==> src/rtl/mc_ctrl.sv <==
// mc_ctrl: multi-cycle MIPS main controller FSM driving datapath enables, muxes and ALUOp
// Inputs: clk, rst (sync, active-high), Op/Funct (IR fields), ZF (ALU equality flag).
// Outputs: PCWr, NPCOp, IRWr, RFWr, MemWr, RegDst, WDSel, ALUSrcB, EXTOp, ALUOp, State (debug).
module mc_ctrl #(
  parameter int RA_REG = 31
) (
  input  logic       clk,
  input  logic       rst,
  input  logic [5:0] Op,
  input  logic [5:0] Funct,
  input  logic       ZF,
  output logic       PCWr,
  output logic [1:0] NPCOp,
  output logic       IRWr,
  output logic       RFWr,
  output logic       MemWr,
  output logic [1:0] RegDst,
  output logic [1:0] WDSel,
  output logic       ALUSrcB,
  output logic       EXTOp,
  output logic [4:0] ALUOp,
  output logic [3:0] State
);
  localparam logic [4:0] ALU_ADD_OP   = 5'd0;
  localparam logic [4:0] ALU_ADDU_OP  = 5'd1;
  localparam logic [4:0] ALU_SUB_OP   = 5'd2;
  localparam logic [4:0] ALU_SUBU_OP  = 5'd3;
  localparam logic [4:0] ALU_AND_OP   = 5'd4;
  localparam logic [4:0] ALU_OR_OP    = 5'd5;
  localparam logic [4:0] ALU_XOR_OP   = 5'd6;
  localparam logic [4:0] ALU_NOR_OP   = 5'd7;
  localparam logic [4:0] ALU_SLT_OP   = 5'd8;
  localparam logic [4:0] ALU_SLTU_OP  = 5'd9;
  localparam logic [4:0] ALU_SLL_OP   = 5'd10;
  localparam logic [4:0] ALU_SRL_OP   = 5'd11;
  localparam logic [4:0] ALU_SLLV_OP  = 5'd12;
  localparam logic [4:0] ALU_SRLV_OP  = 5'd13;
  localparam logic [4:0] ALU_ORI_OP   = 5'd14;
  localparam logic [4:0] ALU_ANDI_OP  = 5'd15;
  localparam logic [4:0] ALU_XORI_OP  = 5'd16;
  localparam logic [4:0] ALU_ADDI_OP  = 5'd17;
  localparam logic [4:0] ALU_ADDIU_OP = 5'd18;
  // Link target select; a zero RA_REG would mean linking into r0, so fall back to rt.
  localparam logic [1:0] DST_RA = (RA_REG != 0) ? 2'b10 : 2'b00;
  typedef enum logic [3:0] {FETCH = 4'd0, DCD, EXE, ALUWB, MA, MR, MWB, MW, BR} state_t;
  state_t r_state;
  logic w_rtype, w_jr, w_j, w_jal, w_lw, w_sw, w_br, w_exe, w_r_ok, w_imm_ok, w_imm_sext;
  logic [4:0] w_r_alu, w_imm_alu, w_exe_alu;
  assign w_rtype    = Op == 6'b000000;
  assign w_jr       = w_rtype && Funct == 6'b001000;
  assign w_j        = Op == 6'b000010;
  assign w_jal      = Op == 6'b000011;
  assign w_lw       = Op == 6'b100011;
  assign w_sw       = Op == 6'b101011;
  assign w_br       = Op[5:1] == 5'b00010;
  assign w_imm_sext = Op[5:1] == 5'b00100;
  assign w_exe      = w_rtype ? w_r_ok : w_imm_ok;
  assign w_exe_alu  = w_rtype ? w_r_alu : w_imm_alu;
  always_comb begin
    w_r_ok = 1'b1;
    case (Funct)
      6'b100000: w_r_alu = ALU_ADD_OP;
      6'b100001: w_r_alu = ALU_ADDU_OP;
      6'b100010: w_r_alu = ALU_SUB_OP;
      6'b100011: w_r_alu = ALU_SUBU_OP;
      6'b100100: w_r_alu = ALU_AND_OP;
      6'b100101: w_r_alu = ALU_OR_OP;
      6'b100110: w_r_alu = ALU_XOR_OP;
      6'b100111: w_r_alu = ALU_NOR_OP;
      6'b101010: w_r_alu = ALU_SLT_OP;
      6'b101011: w_r_alu = ALU_SLTU_OP;
      6'b000000: w_r_alu = ALU_SLL_OP;
      6'b000010: w_r_alu = ALU_SRL_OP;
      6'b000100: w_r_alu = ALU_SLLV_OP;
      6'b000110: w_r_alu = ALU_SRLV_OP;
      default: begin
        w_r_alu = ALU_ADDU_OP;
        w_r_ok  = 1'b0;
      end
    endcase
  end
  always_comb begin
    w_imm_ok = 1'b1;
    case (Op)
      6'b001101: w_imm_alu = ALU_ORI_OP;
      6'b001100: w_imm_alu = ALU_ANDI_OP;
      6'b001110: w_imm_alu = ALU_XORI_OP;
      6'b001000: w_imm_alu = ALU_ADDI_OP;
      6'b001001: w_imm_alu = ALU_ADDIU_OP;
      default: begin
        w_imm_alu = ALU_ADDU_OP;
        w_imm_ok  = 1'b0;
      end
    endcase
  end
  always_ff @(posedge clk) begin
    if (rst) r_state <= FETCH;
    else
      case (r_state)
        FETCH:   r_state <= DCD;
        DCD:     r_state <= w_exe ? EXE : (w_lw || w_sw) ? MA : w_br ? BR : FETCH;
        EXE:     r_state <= ALUWB;
        MA:      r_state <= w_sw ? MW : MR;
        MR:      r_state <= MWB;
        default: r_state <= FETCH;
      endcase
  end
  always_comb begin
    PCWr    = 1'b0;
    NPCOp   = 2'b00;
    IRWr    = 1'b0;
    RFWr    = 1'b0;
    MemWr   = 1'b0;
    RegDst  = 2'b00;
    WDSel   = 2'b00;
    ALUSrcB = 1'b0;
    EXTOp   = 1'b0;
    ALUOp   = rst ? 5'd0 : ALU_ADDU_OP;
    State   = rst ? 4'd0 : r_state;
    if (!rst)
      case (r_state)
        FETCH: begin
          PCWr = 1'b1;
          IRWr = 1'b1;
        end
        DCD: begin
          PCWr   = w_j || w_jal || w_jr;
          NPCOp  = w_jr ? 2'b11 : {w_j || w_jal, 1'b0};
          RFWr   = w_jal;
          RegDst = w_jal ? DST_RA : 2'b00;
          WDSel  = {w_jal, 1'b0};
        end
        EXE, ALUWB: begin
          ALUOp   = w_exe_alu;
          ALUSrcB = !w_rtype;
          EXTOp   = w_imm_sext;
          RFWr    = r_state == ALUWB;
          RegDst  = {1'b0, w_rtype && r_state == ALUWB};
        end
        MA, MR, MW: begin
          ALUSrcB = 1'b1;
          EXTOp   = 1'b1;
          MemWr   = r_state == MW;
        end
        MWB: begin
          RFWr  = 1'b1;
          WDSel = 2'b01;
        end
        BR: begin
          ALUOp = ALU_SUBU_OP;
          EXTOp = 1'b1;
          NPCOp = 2'b01;
          PCWr  = Op[0] ? !ZF : ZF;
        end
        default: ;
      endcase
  end
endmodule
==> config.mk <==
export PLATFORM = sky130hd
export DESIGN_NAME = mc_ctrl
export DESIGN_NICKNAME = d
export VERILOG_FILES = /design/src/rtl/mc_ctrl.sv
export SDC_FILE = /design/constraint.sdc
export NUM_CORES = 1
export LEC_CHECK = 0
export CORE_MARGIN = 1
export CORE_UTILIZATION = 42
export CTS_CLUSTER_DIAMETER = 80
export DETAILED_ROUTE_END_ITERATION = 7
export PLACE_DENSITY = 0.92
export SLEW_MARGIN = 20
export SYNTH_ARGS = -nofsm -noshare
export SYNTH_HDL_FRONTEND = slang
export SYNTH_SLANG_ARGS = --single-unit
==> constraint.sdc <==
create_clock -name clk -period 3.3 [get_ports clk]
set_input_delay 0.495 -clock clk [delete_from_list [all_inputs] [get_ports clk]]
set_output_delay 0.495 -clock clk [all_outputs]
set_load 0.01 [all_outputs]
==> impl_metrics.toml <==
[synthesis]
syn-num-nets = 126
ys_seq_elements = 4
synth.largest_area_cell = "dfxtp_1"
yosys_warnings = 0
avgSynthCellArea_um2 = 6.414
synthCells = 111
seq_area_frac_synth = 0.1125
yosys.area.top_type_share = 0.1125
ys_top_cells_by_area = "dfxtp_1 (11%), nand2b_1 (7.0%), nor2_1 (6.9%)"
synth.distinct_cells = 41
synth_area_um2 = 711.9

[cts]
clk_path_buf_depth = 2
cts_max_level = 1
path_clk_slew_ns = 0.04
root_buffer = "clkbuf_4"
post_cts_buffers = 0
numCtsBuffers = 3
cts.sinks = 4
clk_latency_ns = 0.23
cts_tree = "yes"

[sta]
rsz0062_at_grt = "no"
relSlewSlack = 0.6414
hold_violations = 0
fmax_mhz = 323.9
period_share = 0.9357
worstMarginPinSlew_ns = 0.5330
setup_viol = 0
clock_skew_ns = 0.004713
holdWs_ns = 0.5763
finalSetupTns_ns = 0
timing.final.crit_period_ns = 3.088
final_max_slew_viol_count = 0

[hold_path]
hold_class = "flip-flop to flip-flop"
min_from = "r_state[1]"
hold_depth = 1

[placement]
port_buffers = 35
hpwl_um = 1769
globalplace.congestion = 0.8137

[grt]
grt_remaining_overflow = 0
grt_max_degree = 13
grt_first_pass_wirelength_um = 3891
grt_pass1_vias = 898
grtUsageTotal = 0.2649
grt_antenna_before_repair = 0

[detailed_routing]
drc = 0
drt-met1-wl_um = 920
drt-total-wl_um = 2324
highest_layer = "met4"
wl_met3_um = 165
dr_wl_met2_um = 1201
vias_per_cell = 6.088
vias = 974
drt-wirelength-per-cell_um = 14.53
ant_nets = 0
drt_pre_antenna_iters = 4
first_iter_violations = 30

[worst_setup_path]
crit_path_max_fanout = 12
reg2reg_slack_ns = 1.84
critPathCaptureType = "output port"
required_ns = 2.80
r2r_cells = 3
max_stage_delay_ns = 0.59
worst_path_most_repeated_cell = "clkdlybuf4s50_1"
crit_chain = "clkdlybuf4s50_1 > nor3_1 > nand2_1 > nor4_1 > clkdlybuf4s50_1"
critPathKind = "primary input to output port"
worstSetupStartpoint = "Op[3]"
startpoint_type = "primary input"
cp_slowest_cell = "clkdlybuf4s50_1"
path_buf_inv = 2
cp_top_family = "buffers and inverters"
crit_cells = 5
cp.arrival_ns = 2.59
r2r_start = "r_state[2]"

[floorplan]
start_util = 0.4619
die_y_um = 43.17
io_pins = 36
core_area_mm2 = 0.001541
rows = 14
die-area_mm2 = 0.001864
fp.dieW_um = 43.17

[final_layout]
syn_to_final_growth_pct = 51.67
top_regs = "r_state x4"
drive_above_1_share = 0.06944
final_cell_mix = "clkdlybuf4s50_1 (35), nor2_1 (13), nand2_1 (12), nand2b_1 (8), o21ai_0 (7)"
largest_reg_flops = 4
final_common_cell = "clkdlybuf4s50_1"
fin_nets = 161
fillers = 133
regMostFlops = "r_state"
insertedDiodeCount = 0

[pwr]
power.total_w = 0.0001931
p_leak_nw = 0.3704
power_density_mw_per_mm2 = 178.8
peakVddDrop_v = 0.0002195

[outcome]
outcome = "completed"

[job]
maxCapViolations = 0
==> metrics by stage <==
stage / std cells / setup slack (ns) / utilization / cell area (um^2)
2_1_floorplan: 111 / 1.281 / - / 711.9
3_3_place_gp: 157 / 0.3077 / 0.6818 / 1051
3_5_place_dp: 157 / 0.2349 / 0.6818 / 1051
4_1_cts: 160 / 0.2430 / 0.6964 / 1074
5_1_grt: 160 / 0.04904 / 0.7005 / 1080
6_report: 160 / 0.2123 / 0.7005 / 1080
==> timing repair <==
item,4_1_cts,5_1_grt
hold buffers,0,0
setup endpoints to repair,0,1
gates resized for setup,0,1
==> cells in the mapped netlist (all sizes together) <==
library cell / number
o21bai: 1
nand2: 12
o21ai: 7
nor2: 13
nor4bb: 1
o2111ai: 1
nand4: 1
inv: 3
buf: 6
o41ai: 1
or4: 1
nor3b: 2
o22ai: 1
a221oi: 1
nor3: 7
a21o: 1
and4: 1
a41o: 1
a31oi: 4
or3: 1
nand2b: 8
and3b: 1
a21boi: 1
dfxtp: 4
nor4: 5
or2: 2
o31a: 1
mux2i: 1
nor2b: 6
nand4b: 2
a211oi: 1
o21a: 1
nor4b: 1
xnor2: 1
nand3: 3
a311oi: 1
clkbuf: 1
a21oi: 5
==> power by group <==
group | switching [W] | internal (W)
clock | 0.0000203 | 0.0000407
sequential | 0.00000309 | 0.0000500
combinational | 0.0000400 | 0.0000390
==> path summary, 6_finish.rpt <==
| path | endpoint |
|---|---|
| setup / recovery | RegDst[0] |
| hold / removal | r_state[2] |
| setup reg to reg | r_state[3] |
| hold reg to reg | r_state[2] |
==> metal layers <==
| metal | up-vias | track usage |
|---|---|---|
| met1 | 436 | 0.2995 |
| met4 | 0 | 0.06667 |
| met5 | - | 0 |
| li1 | 477 | - |
| met3 | 4 | 0.06809 |
| met2 | 57 | 0.4836 |
==> cell type report <==
class	count	area, um^2	area share
Tap cell	16	20.02	0.01854
Inverter	3	11.26	0.01043
Timing Repair Buffer	37	365.4	0.3384
Sequential cell	4	80.08	0.07416
Multi-Input combinational cell	97	580.6	0.5377
Clock buffer	3	22.52	0.02086
==> cells by family (layout without fill, tap and decap cells) <==
family | after synthesis | count (layout) | synth area share
compound gates | 28 | 28 | 0.2619
xor+xnor | 1 | 1 | 0.01230
buf+inv | 10 | 43 | 0.08084
mux | 1 | 1 | 0.01406
simple gates | 67 | 67 | 0.5185
flops | 4 | 4 | 0.1125
==> worst reg2reg max path, stage by stage, from the launching register on <==
cell and delay [ns]:
dfxtp_1 0.40, nor4_1 0.38, nand2_1 0.21, nor4bb_1 0.36
Power figures use the tool's default switching activity.
==> RTL edit: new RTL, config.mk and constraints unchanged <==
Make the reset (`rst`) asynchronous in one clocked block.
--- a/src/rtl/mc_ctrl.sv
+++ b/src/rtl/mc_ctrl.sv
@@ -93,7 +93,7 @@
       end
     endcase
   end
-  always_ff @(posedge clk) begin
+  always_ff @(posedge clk or posedge rst) begin
     if (rst) r_state <= FETCH;
     else
       case (r_state)
Formal check against the unedited RTL: same outputs for any inputs over 10 cycles, from zero or initial values and one cycle with rst high; that may be too few to reach the edited logic, so the function may still have changed.
==> RTL edit against the original RTL <==
  * Sequential cell count unchanged
  * Routed wire length increased by 0.43%
  * Final cell count down 0.63%
  * Area after synthesis fell by 0.53%
  * Setup slack gained 0.015 ns
  * Final area shrank 1.2%
  * First-iteration DRC count rose by 150%
Power is not compared: it rests on default switching activity, and its combinational part moved more than twofold at a synthesized area within 25%.
==> RTL edit: results (changes against the original RTL) <==
stage,metric,value,unit,change
status,status,"complete, no violations",,
worst_setup_path,reg2reg end,r_state[1]$_DFF_PP0_,,
sta,worst slew pin tran,0.504,ns,-0.0287 ns
place,HPWL after DPL,1850,µm,+4.4%
global_routing,initial antenna violation count,0,,unchanged
routing,drt first-iter violations,74,,+150%
worst_setup_path,Worst EP arrival,2.58,ns,about the same
global_routing,GR Util All Layers,26.7,%,+0.17 points
cells_and_area,layout cells sized above 1,8.39,%,+1.4 points
hold_path,hold path start,r_state[1]$_DFF_PP0_,,
worst_setup_path,Reg-to-Reg Start,r_state[3]$_DFF_PP0_,,
cts,H-tree depth,1,,unchanged
power,combinational share of power,58.4,%,
yosys,ys async rst share,100,%,+100 points
worst_setup_path,highest-delay cell along the critical path,clkdlybuf4s50_1,,
routing,Met1 Wirelength,936,µm,+1.7%
cells_and_area,fin nets,160,,-0.62%
global_routing,first-pass GRT wire length,3820,µm,-1.8%
worst_setup_path,Reg2Reg Setup Slack,1.87,ns,+0.03 ns
worst_setup_path,worst-case reg-to-reg path depth,3,,unchanged
yosys,syn nets,127,,+0.79%
yosys,post-synthesis sequential area ratio,14.1,%,+2.9 points
hold_path,worst hold path depth,1,,unchanged
routing,Vias/cell,6.27,,+3.0%
power,Comb group,0.235,mW,
global_routing,M3 GR Usage,4.26,%,-2.6 points
cells_and_area,Largest regs,r_state x4,,
sta,Clock Skew,0.00399,ns,-0.000726 ns
routing,met2 WL,1140,µm,-5.3%
global_routing,vias in the first global route,872,,-2.9%
cts,Num CTS Buffers,3,,unchanged
power,Internal,0.223,mW,
yosys,"Distinct cells, synth",36,,-12%
hold_path,WHS Endpoint,r_state[2]$_DFF_PP0_,,
routing,post-detailed-route wirelength per cell,14.7,µm,+1.1%
yosys,Syn. warnings,0,,unchanged
worst_setup_path,crit-path max FO,9,,-3
yosys,Synth top cells by count,"13 x nor2_1, 10 x inv_1, 9 x nand2_1",,
global_routing,largest net degree at the start of global routing,15,,+2
cells_and_area,number of diodes,0,,unchanged
yosys,ranking of synthesized cells by area,"dfrtp_1 14%, nor2_1 6.9%, a21oi_1 5.7%, nor3_1 5.7%, inv_1 5.3%",,
cts,CTS Buffer Depth,2,,unchanged
place,routability cong.,0.947,,+16%
routing,metal3 WL,217,µm,+32%
routing,Max Used Layer,met4,,
global_routing,met2 usage,45.5,%,-2.9 points
cts,post-CTS sizing,0,,unchanged
global_routing,Global Route met1 Usage,35.3,%,+5.4 points
worst_setup_path,critical path's largest stage delay,0.57,ns,-0.02 ns
cts,setup bufs post-CTS,0,,unchanged
hold_path,Hold Path Class,flop to flop,,
RTL edit: cell count changes after synthesis, moves of 4 or more:
cell      unedited run  this run
inv_1                3        10
nand2b_1             8         2
a21oi_1              4         8
dfrtp_1              0         4
dfxtp_1              4         0
RTL edit: per-stage QoR:
step / setup WS [ns] / cell area [µm²] / instances / hold slack (ns) / util, %
floorplan: 1.27 / 708 / 112 / 0.497 / -
global placement: 0.301 / 1040 / 156 / 0.626 / 67.8
detailed placement: 0.269 / 1040 / 156 / 0.657 / 67.8
CTS: 0.268 / 1070 / 159 / 0.662 / 69.2
global route: 0.137 / 1070 / 159 / 0.713 / 69.2
finish: 0.227 / 1070 / 159 / 0.692 / 69.2
RTL edit: kinds of logic (layout without fill, tap and decap cells):
| kind of cell | after synthesis | in the layout | synth area share (%) |
|---|---|---|---|
| and+or+nand+nor | 59 | 59 | 44.9 |
| buffers and inverters | 18 | 49 | 11.1 |
| xor gates and xnor gates | 1 | 1 | 1.24 |
| DFF | 4 | 4 | 14.1 |
| AOI/OAI and AO/OA | 30 | 30 | 28.6 |
RTL edit: critical path: cells and delay by family:
family	cells	cell delay, ns
buffers and inverters	2	1.12
AND/OR/NAND/NOR	2	0.67
AO/OA/AOI/OAI	1	0.30
RTL edit: final cells by class:
class | count | area (µm²)
inverters | 10 | 37.5
multi-input cells | 90 | 529
repair buffers | 36 | 358
flip-flops and latches | 4 | 100
fillers | 140 | 474
clock buffers | 3 | 22.5
well taps | 16 | 20.0
RTL edit: how the worst max path moves through the flow:
stage	startpoint	end
floorplan	Op[2]	RFWr
global placement	Op[2]	NPCOp[0]
detailed placement	Op[2]	RFWr
CTS	Op[2]	RFWr
global route	Op[2]	NPCOp[0]
finish	Op[2]	NPCOp[0]
